--- src/rtl/cpu_pkg.sv ---
// Shared CPU definitions: fetch FSM states, PC width, and the halt opcode
// encoding that the decoder uses to raise the fetch unit's halt input.
package cpu_pkg;

  localparam int PC_W = 12;

  localparam logic [8:0] HALT_OPCODE = 9'h1FF;

  typedef enum logic [1:0] {
    IDLE  = 2'd0,
    ARMED = 2'd1,
    RUN   = 2'd2,
    DONE  = 2'd3
  } fetch_state_t;

endpackage

--- src/rtl/fetch_unit_if.sv ---
// Control, branch and status bundle between the sequencing logic (master)
// and the fetch unit (slave).
interface fetch_unit_if #(
  parameter int D    = 12,
  parameter int OFFW = 8,
  parameter int CW   = 16
);
  logic            start;
  logic            stall;
  logic            branchTaken;
  logic            branchRelative;
  logic [D-1:0]    branchTarget;
  logic [OFFW-1:0] branchOffset;
  logic            halt;
  logic [D-1:0]    programCounter;
  logic            fetchValid;
  logic            done;
  logic            pcOverflow;
  logic [CW-1:0]   cycleCount;

  modport master (
    output start, stall, branchTaken, branchRelative, branchTarget,
           branchOffset, halt,
    input  programCounter, fetchValid, done, pcOverflow, cycleCount
  );

  modport slave (
    input  start, stall, branchTaken, branchRelative, branchTarget,
           branchOffset, halt,
    output programCounter, fetchValid, done, pcOverflow, cycleCount
  );
endinterface

--- src/rtl/fetch_unit_pc_next.sv ---
// Combinational next-address mux: sequential increment, absolute target,
// or PC plus sign-extended offset (wrapping modulo 2**D). Also flags a
// sequential advance from the last address.
module pc_next #(
  parameter int D    = 12,
  parameter int OFFW = 8
) (
  input  logic [D-1:0]    i_pc,
  input  logic            i_branch,
  input  logic            i_relative,
  input  logic [D-1:0]    i_target,
  input  logic [OFFW-1:0] i_offset,
  output logic [D-1:0]    o_next_pc,
  output logic            o_seq_ovf
);

  logic signed [D-1:0] w_off_ext;

  assign w_off_ext = D'($signed(i_offset));

  // Select the candidate next address; addition wraps naturally at D bits.
  always_comb begin
    o_next_pc = i_pc + D'(1);
    if (i_branch) begin
      if (i_relative) o_next_pc = i_pc + D'(w_off_ext);
      else            o_next_pc = i_target;
    end
  end

  assign o_seq_ovf = &i_pc;

endmodule

--- src/rtl/fetch_unit.sv ---
// Program-counter and fetch sequencing stage. Turns a start pulse into a
// run from address 0, advances sequentially or by branch, stalls on
// request and stops on halt or on running off the last address.
module fetch_unit
  import cpu_pkg::*;
#(
  parameter int D    = PC_W,
  parameter int OFFW = 8,
  parameter int CW   = 16
) (
  input  logic         clk,
  input  logic         resetN,
  fetch_unit_if.slave  bus
);

  fetch_state_t r_state;
  fetch_state_t w_next_state;

  logic [D-1:0]  r_pc;
  logic [D-1:0]  w_pc_d;
  logic [D-1:0]  w_pc_mux;
  logic          w_seq_ovf;
  logic          w_ovf_set;
  logic          r_ovf;
  logic [CW-1:0] r_cnt;

  pc_next #(
    .D    (D),
    .OFFW (OFFW)
  ) u_pc_next (
    .i_pc       (r_pc),
    .i_branch   (bus.branchTaken),
    .i_relative (bus.branchRelative),
    .i_target   (bus.branchTarget),
    .i_offset   (bus.branchOffset),
    .o_next_pc  (w_pc_mux),
    .o_seq_ovf  (w_seq_ovf)
  );

  // State register.
  always_ff @(posedge clk) begin
    if (!resetN) r_state <= IDLE;
    else         r_state <= w_next_state;
  end

  // Next state, next PC and overflow event; halt > stall > branch > increment.
  always_comb begin
    w_next_state = r_state;
    w_pc_d       = r_pc;
    w_ovf_set    = 1'b0;
    case (r_state)
      IDLE: begin
        if (bus.start) w_next_state = ARMED;
      end
      ARMED: begin
        if (!bus.start) w_next_state = RUN;
      end
      RUN: begin
        if (bus.halt) begin
          w_next_state = DONE;
        end else if (bus.stall) begin
          w_pc_d = r_pc;
        end else if (bus.branchTaken) begin
          w_pc_d = w_pc_mux;
        end else if (w_seq_ovf) begin
          w_next_state = DONE;
          w_ovf_set    = 1'b1;
        end else begin
          w_pc_d = w_pc_mux;
        end
      end
      DONE: begin
        if (bus.start) w_next_state = ARMED;
      end
      default: w_next_state = IDLE;
    endcase
    // Entering or sitting in ARMED parks the PC at the first instruction.
    if (w_next_state == ARMED) w_pc_d = '0;
  end

  // Program counter register.
  always_ff @(posedge clk) begin
    if (!resetN) r_pc <= '0;
    else         r_pc <= w_pc_d;
  end

  // Sticky overflow flag, cleared when a new run is armed.
  always_ff @(posedge clk) begin
    if (!resetN)                    r_ovf <= 1'b0;
    else if (w_next_state == ARMED) r_ovf <= 1'b0;
    else if (w_ovf_set)             r_ovf <= 1'b1;
  end

  // Saturating RUN-cycle counter, cleared when a new run is armed.
  always_ff @(posedge clk) begin
    if (!resetN)                            r_cnt <= '0;
    else if (w_next_state == ARMED)         r_cnt <= '0;
    else if (r_state == RUN && r_cnt != '1) r_cnt <= r_cnt + CW'(1);
  end

  assign bus.programCounter = r_pc;
  assign bus.fetchValid     = (r_state == RUN);
  assign bus.done           = (r_state == DONE);
  assign bus.pcOverflow     = r_ovf;
  assign bus.cycleCount     = r_cnt;

endmodule

--- src/flat_wrapper.sv ---
// flat-port wrapper written by rule: the top's interface ports become plain ports
module fetch_unit_flat import cpu_pkg::*;
#(
  parameter int D    = PC_W,
  parameter int OFFW = 8,
  parameter int CW   = 16
)
  (clk, resetN, bus_start, bus_stall, bus_branchTaken, bus_branchRelative, bus_branchTarget, bus_branchOffset, bus_halt, bus_programCounter, bus_fetchValid, bus_done, bus_pcOverflow, bus_cycleCount);
  fetch_unit_if #(.D(D), .OFFW(OFFW), .CW(CW)) bus_i ();
  input  logic clk;
  input  logic resetN;
  input wire logic [$bits(bus_i.start)-1:0] bus_start;
  input wire logic [$bits(bus_i.stall)-1:0] bus_stall;
  input wire logic [$bits(bus_i.branchTaken)-1:0] bus_branchTaken;
  input wire logic [$bits(bus_i.branchRelative)-1:0] bus_branchRelative;
  input wire logic [$bits(bus_i.branchTarget)-1:0] bus_branchTarget;
  input wire logic [$bits(bus_i.branchOffset)-1:0] bus_branchOffset;
  input wire logic [$bits(bus_i.halt)-1:0] bus_halt;
  output wire logic [$bits(bus_i.programCounter)-1:0] bus_programCounter;
  output wire logic [$bits(bus_i.fetchValid)-1:0] bus_fetchValid;
  output wire logic [$bits(bus_i.done)-1:0] bus_done;
  output wire logic [$bits(bus_i.pcOverflow)-1:0] bus_pcOverflow;
  output wire logic [$bits(bus_i.cycleCount)-1:0] bus_cycleCount;
  assign bus_i.start = bus_start;
  assign bus_i.stall = bus_stall;
  assign bus_i.branchTaken = bus_branchTaken;
  assign bus_i.branchRelative = bus_branchRelative;
  assign bus_i.branchTarget = bus_branchTarget;
  assign bus_i.branchOffset = bus_branchOffset;
  assign bus_i.halt = bus_halt;
  assign bus_programCounter = bus_i.programCounter;
  assign bus_fetchValid = bus_i.fetchValid;
  assign bus_done = bus_i.done;
  assign bus_pcOverflow = bus_i.pcOverflow;
  assign bus_cycleCount = bus_i.cycleCount;
  fetch_unit #(.D(D), .OFFW(OFFW), .CW(CW)) u_core (.clk(clk), .resetN(resetN), .bus(bus_i));
endmodule
--- config.mk ---
export PLATFORM = sky130hd
export DESIGN_NAME = fetch_unit_flat
export DESIGN_NICKNAME = d
export VERILOG_FILES = /design/src/rtl/cpu_pkg.sv /design/src/rtl/fetch_unit_if.sv /design/src/rtl/fetch_unit_pc_next.sv /design/src/rtl/fetch_unit.sv /design/src/flat_wrapper.sv
export SDC_FILE = /design/constraint.sdc
export NUM_CORES = 1
export LEC_CHECK = 0
export CAP_MARGIN = 20
export CORE_MARGIN = 2
export CORE_UTILIZATION = 50
export DETAILED_ROUTE_END_ITERATION = 8
export GPL_ROUTABILITY_DRIVEN = 1
export PLACE_DENSITY = 0.85
export SYNTH_ARGS = -nofsm -noshare
export SYNTH_HDL_FRONTEND = slang
export SYNTH_SLANG_ARGS = --single-unit
--- constraint.sdc ---
create_clock -name clk -period 2.5 [get_ports clk]
set_clock_uncertainty 0.1 [all_clocks]
set_input_delay 0.5 -clock clk [delete_from_list [all_inputs] [get_ports clk]]
set_output_delay 0.5 -clock clk [all_outputs]
set_load 0.005 [all_outputs]
Word-level counts from Yosys, hierarchy flattened:

Cells that the tools add are included.

* add/sub/neg operators: 3
* equal/unequal tests: 6
* muxes and demuxes: 16
* bitwise logic cells: 3
* reduce and logical (&&, ||, !) cells: 6

Operators with widths (number)
* $mux 12: 4
* $add 16x1->16 const B: 1
* $ne 16x16->1 const B: 1
* $add 12x1->12 const B: 1
* $add 12x12->12: 1
* $mux 2: 6
* $reduce_and 12->1: 1
* $pmux 2 s3: 1
* $mux 1: 5
* $eq 2x1->1 const B: 2
* $eq 2x2->1 const B: 2
* $reduce_and 4->1: 1
* $reduce_or 2->1: 2
* $not 1->1: 3
* $logic_not 2->1: 1
* $ne 2x2->1 const B: 1
* $logic_and 1x1->1: 1

* register bits: 31
* input bits: 27
* output and inout bits: 31
* word-level logic and storage cells: 38

Logic depth before layout (Yosys ltp):

Gate-level depths: netlist of the first run.

* depth after elaboration: 8
* gate-level depth with buffers: 11
* depth with buffers taken out: 8

By module:

Synthesis of the first run repeated with hierarchy kept, for this count alone.

* cells, all modules: 312
* area, all modules: 2503.7 um2

By module, submodules not included
* fetch_unit: times used 1, cells each 164, area each 1501.4 um2, sequential area each 620.6 um2
* pc_next: times used 1, cells each 148, area each 1002.2 um2, sequential area each 0.0 um2

Worst setup path after synthesis of the first run:

OpenSTA, ideal clock, no wires.

* path type: input to register
* start point: in bus_branchOffset[0]
* end point: reg u_core.r_pc[10] (netlist: u_core.bus.programCounter[10])
* library setup time: 88 ps
* arrival time: 2102 ps
* data required time: 2312 ps
* slack: 211 ps
* stages: 8
* buffers on the path: 0
* cell sequence: ha_1 -> fa_1 -> a211oi_1 -> o21bai_1 -> o221ai_1 -> xnor2_1 -> a21oi_1 -> nor4_4

* cells in the longest elaborated chain, start to end: 5

RTL lines
* from (decl): line flat_wrapper.sv:17 `input wire logic [$bits(bus_i.branchOffset)-1:0] bus_branchOffset;`
* $add 12x12->12 *: line fetch_unit_pc_next.sv:25 `if (i_relative) o_next_pc = i_pc + D'(w_off_ext);`
* $mux 12 *: line fetch_unit_pc_next.sv:25
* $mux 12 *: line fetch_unit_pc_next.sv:24 `if (i_branch) begin`
* $mux 12: line fetch_unit.sv:65 `end else if (w_seq_ovf) begin`
* $mux 12 *: line fetch_unit.sv:63 `end else if (bus.branchTaken) begin`
* to (signal assigned): line fetch_unit.sv:84 `else r_pc <= w_pc_d;`
* to (decl): line fetch_unit.sv:19 `logic [D-1:0] r_pc;`

Mark *: on every way between the ends. The rest lies on a longest branch, timed or not. The select of a mux whose other input is x is not followed.
A chain may end at the register's enable or synchronous reset.

Worst setup path after layout of the first run:

* start point: in bus_branchOffset[6]
* end point: reg u_core.r_pc[8] (netlist: u_core.bus.programCounter[8])

The elaborated chain is that of the path after synthesis.

==> impl_metrics.yaml, run 1 <==
cells_and_area:
  final_core_util_pct: 72.53
  fin_area_mm2: 0.003403
  layout.nets: 434
  fillCellCount: 378
  drive_gt1_share_pct: 15.90
  num_antenna_cells: 0
  area_growth_pct: 40.86
worst_setup_path:
  worstPathRequired_ns: 2.59
  cp.arrival_ns: 2.48
  path_class: "in -> reg"
  r2r_slack_ns: 0.21
  cp_max_fo: 3
  reg2reg_depth: 8
  cp-start-kind: "input port"
  reg2reg_from: "u_core.bus.programCounter[1]"
  crit_path_end_kind: "flip-flop"
  r2r_end: "u_core.bus.programCounter[10]"
  startpoint: "bus_branchOffset[6]"
  endpoint: "u_core.bus.programCounter[8]"
synthesis:
  ys_top_cells_by_area: "dfxtp_1, ha_1, nor2_1"
  syn_area_mm2: 0.002416
  synth_edf_count: 0
  synth-compound-area-share_pct: 21.28
  ys.flop_type: "dfxtp_1"
  avgSynthCellArea_um2: 7.948
  ys_warn_count: 0
  synth_top_area_share_pct: 25.69
  synth-async-reset-ratio_pct: 0
  synth_top_family_by_area: "simple AND/OR/NAND/NOR gates"
  synthAdderAreaFrac_pct: 9.114
  syn-num-nets: 348
  ys_types: 54
  synth.area.mux_share_pct: 2.952
  synth_seq_cells: 31
  yosys.area_share.simple_pct: 27.65
  ys_seq_area_share_pct: 25.69
  syn_inst: 304
  post-synth-top-area-cell: "dfxtp_1"
  yosys.area_share.xor_xnor_pct: 9.425
clock_network:
  cts_tree: "done"
  hold_buffers: 0
  path_clk_slew_ns: 0.07
  cts-root-buf: "clkbuf_8"
  clk_latency_ns: 0.28
  clockBufferDepth: 2
  cts_buffers: 5
  ctsHtreeMaxLevel: 2
  cts_sinks: 31
pwr:
  power.density_mw_per_mm2: 515.8
  total_leakage_power_nw: 1.307
  max-vdd-ir-drop_uv: 414.2
drt:
  drc: 0
  vias: 2614
  routed_wl_mm: 6.840
  avgViaCountPerCell: 5.887
  firstDrtPassIters: 7
  routedWlPerCell_um: 15.41
  postRouteAntennaNets: 0
  drt_iter0_drc: 175
worst_hold_path:
  min_path_cells: 2
  hold_path.class: "reg -> reg"
die:
  initial_core_util_pct: 51.49
  die_w_um: 73.52
  io_pins: 58
  rows: 25
  die_h_um: 73.52
  die-area_mm2: 0.005404
  core_region_area_mm2: 0.004692
timing:
  fin_crit_sh_pct: 95.78
  worstMarginPinSlew_ns: 0.6129
  slew-limit-headroom_pct: 58.62
  period_minus_slack_ns: 2.394
  setup_viol: 0
  drv_slew: 0
  postLayoutSetupSlackWorst_ns: 0.1055
  finalHoldViolCount: 0
  max_freq_mhz: 417.6
global_routing:
  grt-ovfl-total: 0
  grt_max_degree: 29
  grt_pass1_wl_mm: 10.72
  antenna_found_initial: 0
  grt_pass1_vias: 2394
  track_usage_pct: 24.84
placement:
  io_buffers: 57
  dp_hpwl_mm: 4.785
  place_congestion: 0.8473
  placed_area_mm2: 0.003247
  dp_slack_ns: -0.2876
status:
  status: "finished clean"
flow_run:
  maxCapViolCount: 0
## synthesized netlist by cell type, types with 2 or more instances
cell and count:
nor2b_1 3, a21oi_1 18, xor2_1 9, a22oi_1 3
a21o_1 2, clkbuf_1 6, nand3b_1 2, nand3_1 13
nand2b_1 4, nor2_1 41, nand4_1 4, nor4_4 2
xnor2_1 17, buf_6 2, o21bai_1 3, o2111ai_1 3
and3_1 6, o21ai_0 18, a211oi_1 5, o211ai_1 3
or3_1 2, o31ai_1 4, nand2_1 22, o22ai_1 2
buf_2 3, nor3_1 11, dfxtp_1 31, and3b_1 2
and4_1 4, a31oi_1 3, inv_1 7, ha_1 16
o221ai_1 3, nor4_1 5, mux2i_1 6
## cells by family after synthesis
logic type	count (synthesis)
AND/OR/NAND/NOR	127
AO/OA/AOI/OAI	77
flip-flops	31
XOR/XNOR	26
buffers and inverters	19
adder cells (fa/ha/maj)	17
multiplexers	7
## timing repair
item	CTS	global route
pin swaps	2	5
gates resized for setup	1	14
setup buffers	0	1
endpoints found under the setup margin	2	8
hold endpoints to repair	0	0
## per-stage QoR
step	setup TNS [ns]	hold WS [ns]	total power [mW]	instances
3_5_place_dp	-1.452	0.3914	1.331	436
6_report	0	0.3899	1.755	444
3_3_place_gp	-1.181	0.3494	1.318	436
2_1_floorplan	0	0.3605	1.076	304
4_1_cts	0	0.4059	1.730	443
5_1_grt	-0.006012	0.4227	1.862	444
## placed cells by master (no fill, tap or decap), drive strengths merged, types with 2 or more instances in the layout
master,Yosys,layout
clkdlybuf4s50,0,56
nor2,41,41
buf,6,34
dfxtp,31,31
nand2,22,22
o21ai,18,18
a21oi,18,18
xnor2,17,17
ha,16,16
nand3,13,13
nor3,12,12
xor2,9,9
inv,7,7
nor4,7,7
and3,6,6
mux2i,6,6
clkbuf,6,6
nand4,5,5
a211oi,5,5
and4,4,4
nand2b,4,4
o31ai,4,4
a31oi,3,3
o21bai,3,3
o221ai,3,3
a22oi,3,3
o211ai,3,3
o2111ai,3,3
nor2b,3,3
and3b,2,2
nand3b,2,2
or3,2,2
a21o,2,2
o22ai,2,2
a311oi,2,2
## metal layers
| layer | GRT usage, % | part of all wire, % | vias up | wire length (µm) |
|---|---|---|---|---|
| li1 | - | - | 1295 | - |
| met3 | 4.115 | 5.1 | 8 | 347 |
| met4 | 6.869 | 1.2 | 0 | 83 |
| met1 | 32.41 | 44 | 1224 | 3023 |
| met5 | 0 | 0 | - | 0 |
| met2 | 42.16 | 50 | 87 | 3386 |
## sequential cells by signal (all words and copies together), names as in the netlist
name,flops
u_core.r_state,2
u_core.bus.pcOverflow,1
u_core.bus.cycleCount,16
u_core.bus.programCounter,12
## worst min-delay path by stage
| stage | start | to |
|---|---|---|
| 6_report | u_core.bus.pcOverflow | u_core.bus.pcOverflow |
| 2_1_floorplan | u_core.bus.pcOverflow | u_core.bus.pcOverflow |
| 5_1_grt | u_core.bus.pcOverflow | u_core.bus.pcOverflow |
| 3_3_place_gp | u_core.bus.pcOverflow | u_core.bus.pcOverflow |
| 3_5_place_dp | u_core.bus.pcOverflow | u_core.bus.pcOverflow |
| 4_1_cts | u_core.bus.pcOverflow | u_core.bus.pcOverflow |
## power by group
| group | leakage (nW) | switching [mW] | internal [mW] | total (mW) |
|---|---|---|---|---|
| combinational | 1.01 | 0.401 | 0.373 | 0.774 |
| clock | 0.0470 | 0.183 | 0.216 | 0.398 |
| sequential | 0.250 | 0.0548 | 0.528 | 0.583 |
| total | 1.31 | 0.638 | 1.12 | 1.76 |
## critical path: stages
cell and delay [ns]:
clkdlybuf4s50_1 0.41, ha_1 0.31, buf_4 0.16, or2_2 0.28, a21oi_1 0.15, nand2b_1 0.14, xnor2_1 0.12, nand3_1 0.13
a311oi_2 0.29
## area by class of cell
class	instances	area [µm²]	area share [%]
clock buffers	6	82.58	2.426
well taps	54	67.56	1.985
multi-input cells	254	1757	51.62
inverters	7	26.28	0.7721
repair buffers	91	844.6	24.82
clock inverters	1	5.005	0.1471
flip-flops and latches	31	620.6	18.24
Power figures use the tool's default switching activity.
==> run 2: changes to the inputs <==
--- a/config.mk
+++ b/config.mk
@@ -5,9 +5,10 @@
 export SDC_FILE = /design/constraint.sdc
 export NUM_CORES = 1
 export LEC_CHECK = 0
+export ABC_AREA = 1
 export CAP_MARGIN = 20
 export CORE_MARGIN = 2
-export CORE_UTILIZATION = 50
+export CORE_UTILIZATION = 51
 export DETAILED_ROUTE_END_ITERATION = 8
 export GPL_ROUTABILITY_DRIVEN = 1
 export PLACE_DENSITY = 0.85
==> run 2 against run 1 <==
Critical path depth decreased by 6. Non-clock buffer count fell by 26. Routed wire length up 4.5%. Critical endpoint is now bus_fetchValid. Die area grew 6.8%. Final area up 0.22%. Sequential share of layout area hardly changed. Largest cell class unchanged. Largest power group unchanged.
==> impl_metrics.yaml, run 2 <==
synthesis:
  syn-num-nets: 465
  ys_top_cells_by_area: "dfxtp_1, nand2_1, nor2_1"
  syn_inst: 421
  ys_seq_area_share_pct: 23.50
  syn_area_mm2: 0.002641
  synth_top_area_share_pct: 23.50
  ys_warn_count: 0
  synth_common_cells: "nand2_1, nor2_1, inv_1, nand3_1, dfxtp_1"
  synth_edf_count: 0
  post-synth-top-area-cell: "dfxtp_1"
  ys_types: 41
  synth_seq_cells: 31
  avgSynthCellArea_um2: 6.274
  ys.flop_type: "dfxtp_1"
  synth_most_common_cell: "nand2_1"
  synth-async-reset-ratio_pct: 0
timing:
  grt_setup_unrepaired: "false"
  setup_viol: 0
  tns_ns: 0
  worstMarginPinSlew_ns: 0.4152
  period_minus_slack_ns: 2.228
  fin_crit_sh_pct: 89.12
  slew-limit-headroom_pct: 72.11
  max_freq_mhz: 448.8
  finalHoldViolCount: 0
  drv_slew: 0
pwr:
  swShare_pct: 40.33
  p_int_mw: 1.087
  power_frac_comb_pct: 43.7
  power.density_mw_per_mm2: 534.3
  power_frac_clock_pct: 23.5
  power_mw: 1.822
  pwr-share-seq_pct: 32.8
  max-vdd-ir-drop_uv: 574.0
  switchingPower_mw: 0.7349
  total_leakage_power_nw: 1.462
worst_setup_path:
  crit_path_end_kind: "primary output"
  cp.arrival_ns: 1.63
  critical-path-max-stage-delay_ns: 0.57
  path_depth: 3
  cp-start-kind: "flip-flop"
  path_class: "reg -> out"
  cp_cell_sequence: "inv_1, ha_1, clkdlybuf4s50_1"
  cp_max_fo: 7
  worstPathRequired_ns: 1.90
  critical-path-top-delay-family: "buffers and inverters"
  worst-path-buf-inv: 2
  reg2reg_depth: 12
  cpMaxStageDelayCell: "clkdlybuf4s50_1"
drt:
  vias: 2975
  avgViaCountPerCell: 5.351
  routed_wl_mm: 7.146
  firstDrtPassIters: 5
  postRouteAntennaNets: 0
  drc: 0
  routedWlPerCell_um: 12.85
  drt_iter0_drc: 194
clock_network:
  clk_latency_ns: 0.27
  cts_sinks: 31
  path_clk_slew_ns: 0.06
  clockBufferDepth: 2
  ctsHtreeMaxLevel: 2
  postCtsResizedCells: 0
  postCtsSetupRepairBufs: 0
  hold_buffers: 0
  cts-root-buf: "clkbuf_8"
  cts_tree: "done"
  cts_buffers: 5
cells_and_area:
  fillCellCount: 441
  final_core_util_pct: 67.64
  layout.nets: 529
  final_common_cell: "nand2_1"
  area_growth_pct: 29.13
  drive_gt1_share_pct: 6.790
  largest_reg_flops: 16
  num_antenna_cells: 0
  fin_area_mm2: 0.003411
  final_cell_mix: "nand2_1, nor2_1, clkdlybuf4s50_1, inv_1, nand3_1"
die:
  rows: 26
  die-area_mm2: 0.005771
  initial_core_util_pct: 52.38
  die_w_um: 75.97
  io_pins: 58
  core_region_area_mm2: 0.005042
  die_h_um: 75.97
flow_run:
  maxCapViolCount: 0
global_routing:
  grt_max_degree: 20
  grt_pass1_wl_mm: 12.16
  antenna_found_initial: 0
  track_usage_pct: 25.11
  grt-ovfl-total: 0
  grt_pass1_vias: 2695
placement:
  dp_hpwl_mm: 5.501
  place_congestion: 0.9280
  io_buffers: 57
  placed_area_mm2: 0.003311
status:
  status: "finished clean"
worst_hold_path:
  min_path_cells: 1
  hold_path.class: "reg -> reg"
run 2: final timing paths:
path / start / to / slack (ns)
worst max-delay path: u_core.r_state[0] / bus_fetchValid / 0.27
worst min-delay path: u_core.bus.pcOverflow / u_core.bus.pcOverflow / 0.41
worst max register to register: u_core.bus.programCounter[1] / u_core.bus.cycleCount[12] / 0.33
worst min register to register: u_core.bus.pcOverflow / u_core.bus.pcOverflow / 0.41
run 2: routing by layer:
layer  routed length, µm  track usage (%)  part of all wire, %
met3                 488            4.881                  6.8
met1                3188            33.19                   45
met5                   0                0                    0
met2                3382            42.77                   47
met4                  87            5.273                  1.2
run 2: cell families after synthesis:
group	after synthesis	synth area share, %
muxes	1	0.3790
AOI/OAI and AO/OA	56	12.32
xor gates and xnor gates	19	6.300
DFF	31	23.50
and+or+nand+nor	240	40.26
buffers and inverters	57	8.906
adders and majority gates	17	8.337
run 2: through the flow:
stage | hold WS [ns] | std cells | setup slack (ns)
floorplan | 0.3858 | 421 | 0.5271
global placement | 0.3882 | 548 | 0.06958
detailed placement | 0.3896 | 548 | 0.03395
CTS | 0.4071 | 556 | 0.2854
global route | 0.4264 | 556 | 0.07681
finish | 0.4094 | 556 | 0.2719
run 2: worst register-to-register path: cells and delay by family, from the launching register on:
family	cells	cell delay (ns)
and+or+nand+nor	10	1.01
adders and majority gates	1	0.32
DFF	1	0.46
buffers and inverters	1	0.18
run 2: layout make-up:
| cell class | instances | area [µm²] | area share (%) |
|---|---|---|---|
| clock buffer | 8 | 100.1 | 2.935 |
| inverter | 49 | 186.4 | 5.466 |
| multi-input combinational | 333 | 1785 | 52.35 |
| sequential | 31 | 620.6 | 18.20 |
| tap | 70 | 87.58 | 2.568 |
| timing repair buffer | 65 | 630.6 | 18.49 |
run 2: power groups by stage:
| stage | Clock, mW | Sequential, mW | Combinational [mW] |
|---|---|---|---|
| 6_report | 0.428 | 0.599 | 0.795 |
| 5_1_grt | 0.457 | 0.603 | 0.882 |
| 4_1_cts | 0.436 | 0.596 | 0.794 |
| 3_5_place_dp | 0 | 0.607 | 0.791 |
| 3_3_place_gp | 0 | 0.604 | 0.767 |
| 2_1_floorplan | 0 | 0.594 | 0.565 |
==> run 3: changes to the inputs <==
--- a/config.mk
+++ b/config.mk
@@ -9,6 +9,7 @@
 export CAP_MARGIN = 20
 export CORE_MARGIN = 2
 export CORE_UTILIZATION = 51
+export CTS_CLUSTER_SIZE = 16
 export DETAILED_ROUTE_END_ITERATION = 8
 export GPL_ROUTABILITY_DRIVEN = 1
 export PLACE_DENSITY = 0.85
==> results of run 3 <==
Same layout as run 2: the final DEF is identical, and so are final timing and power.
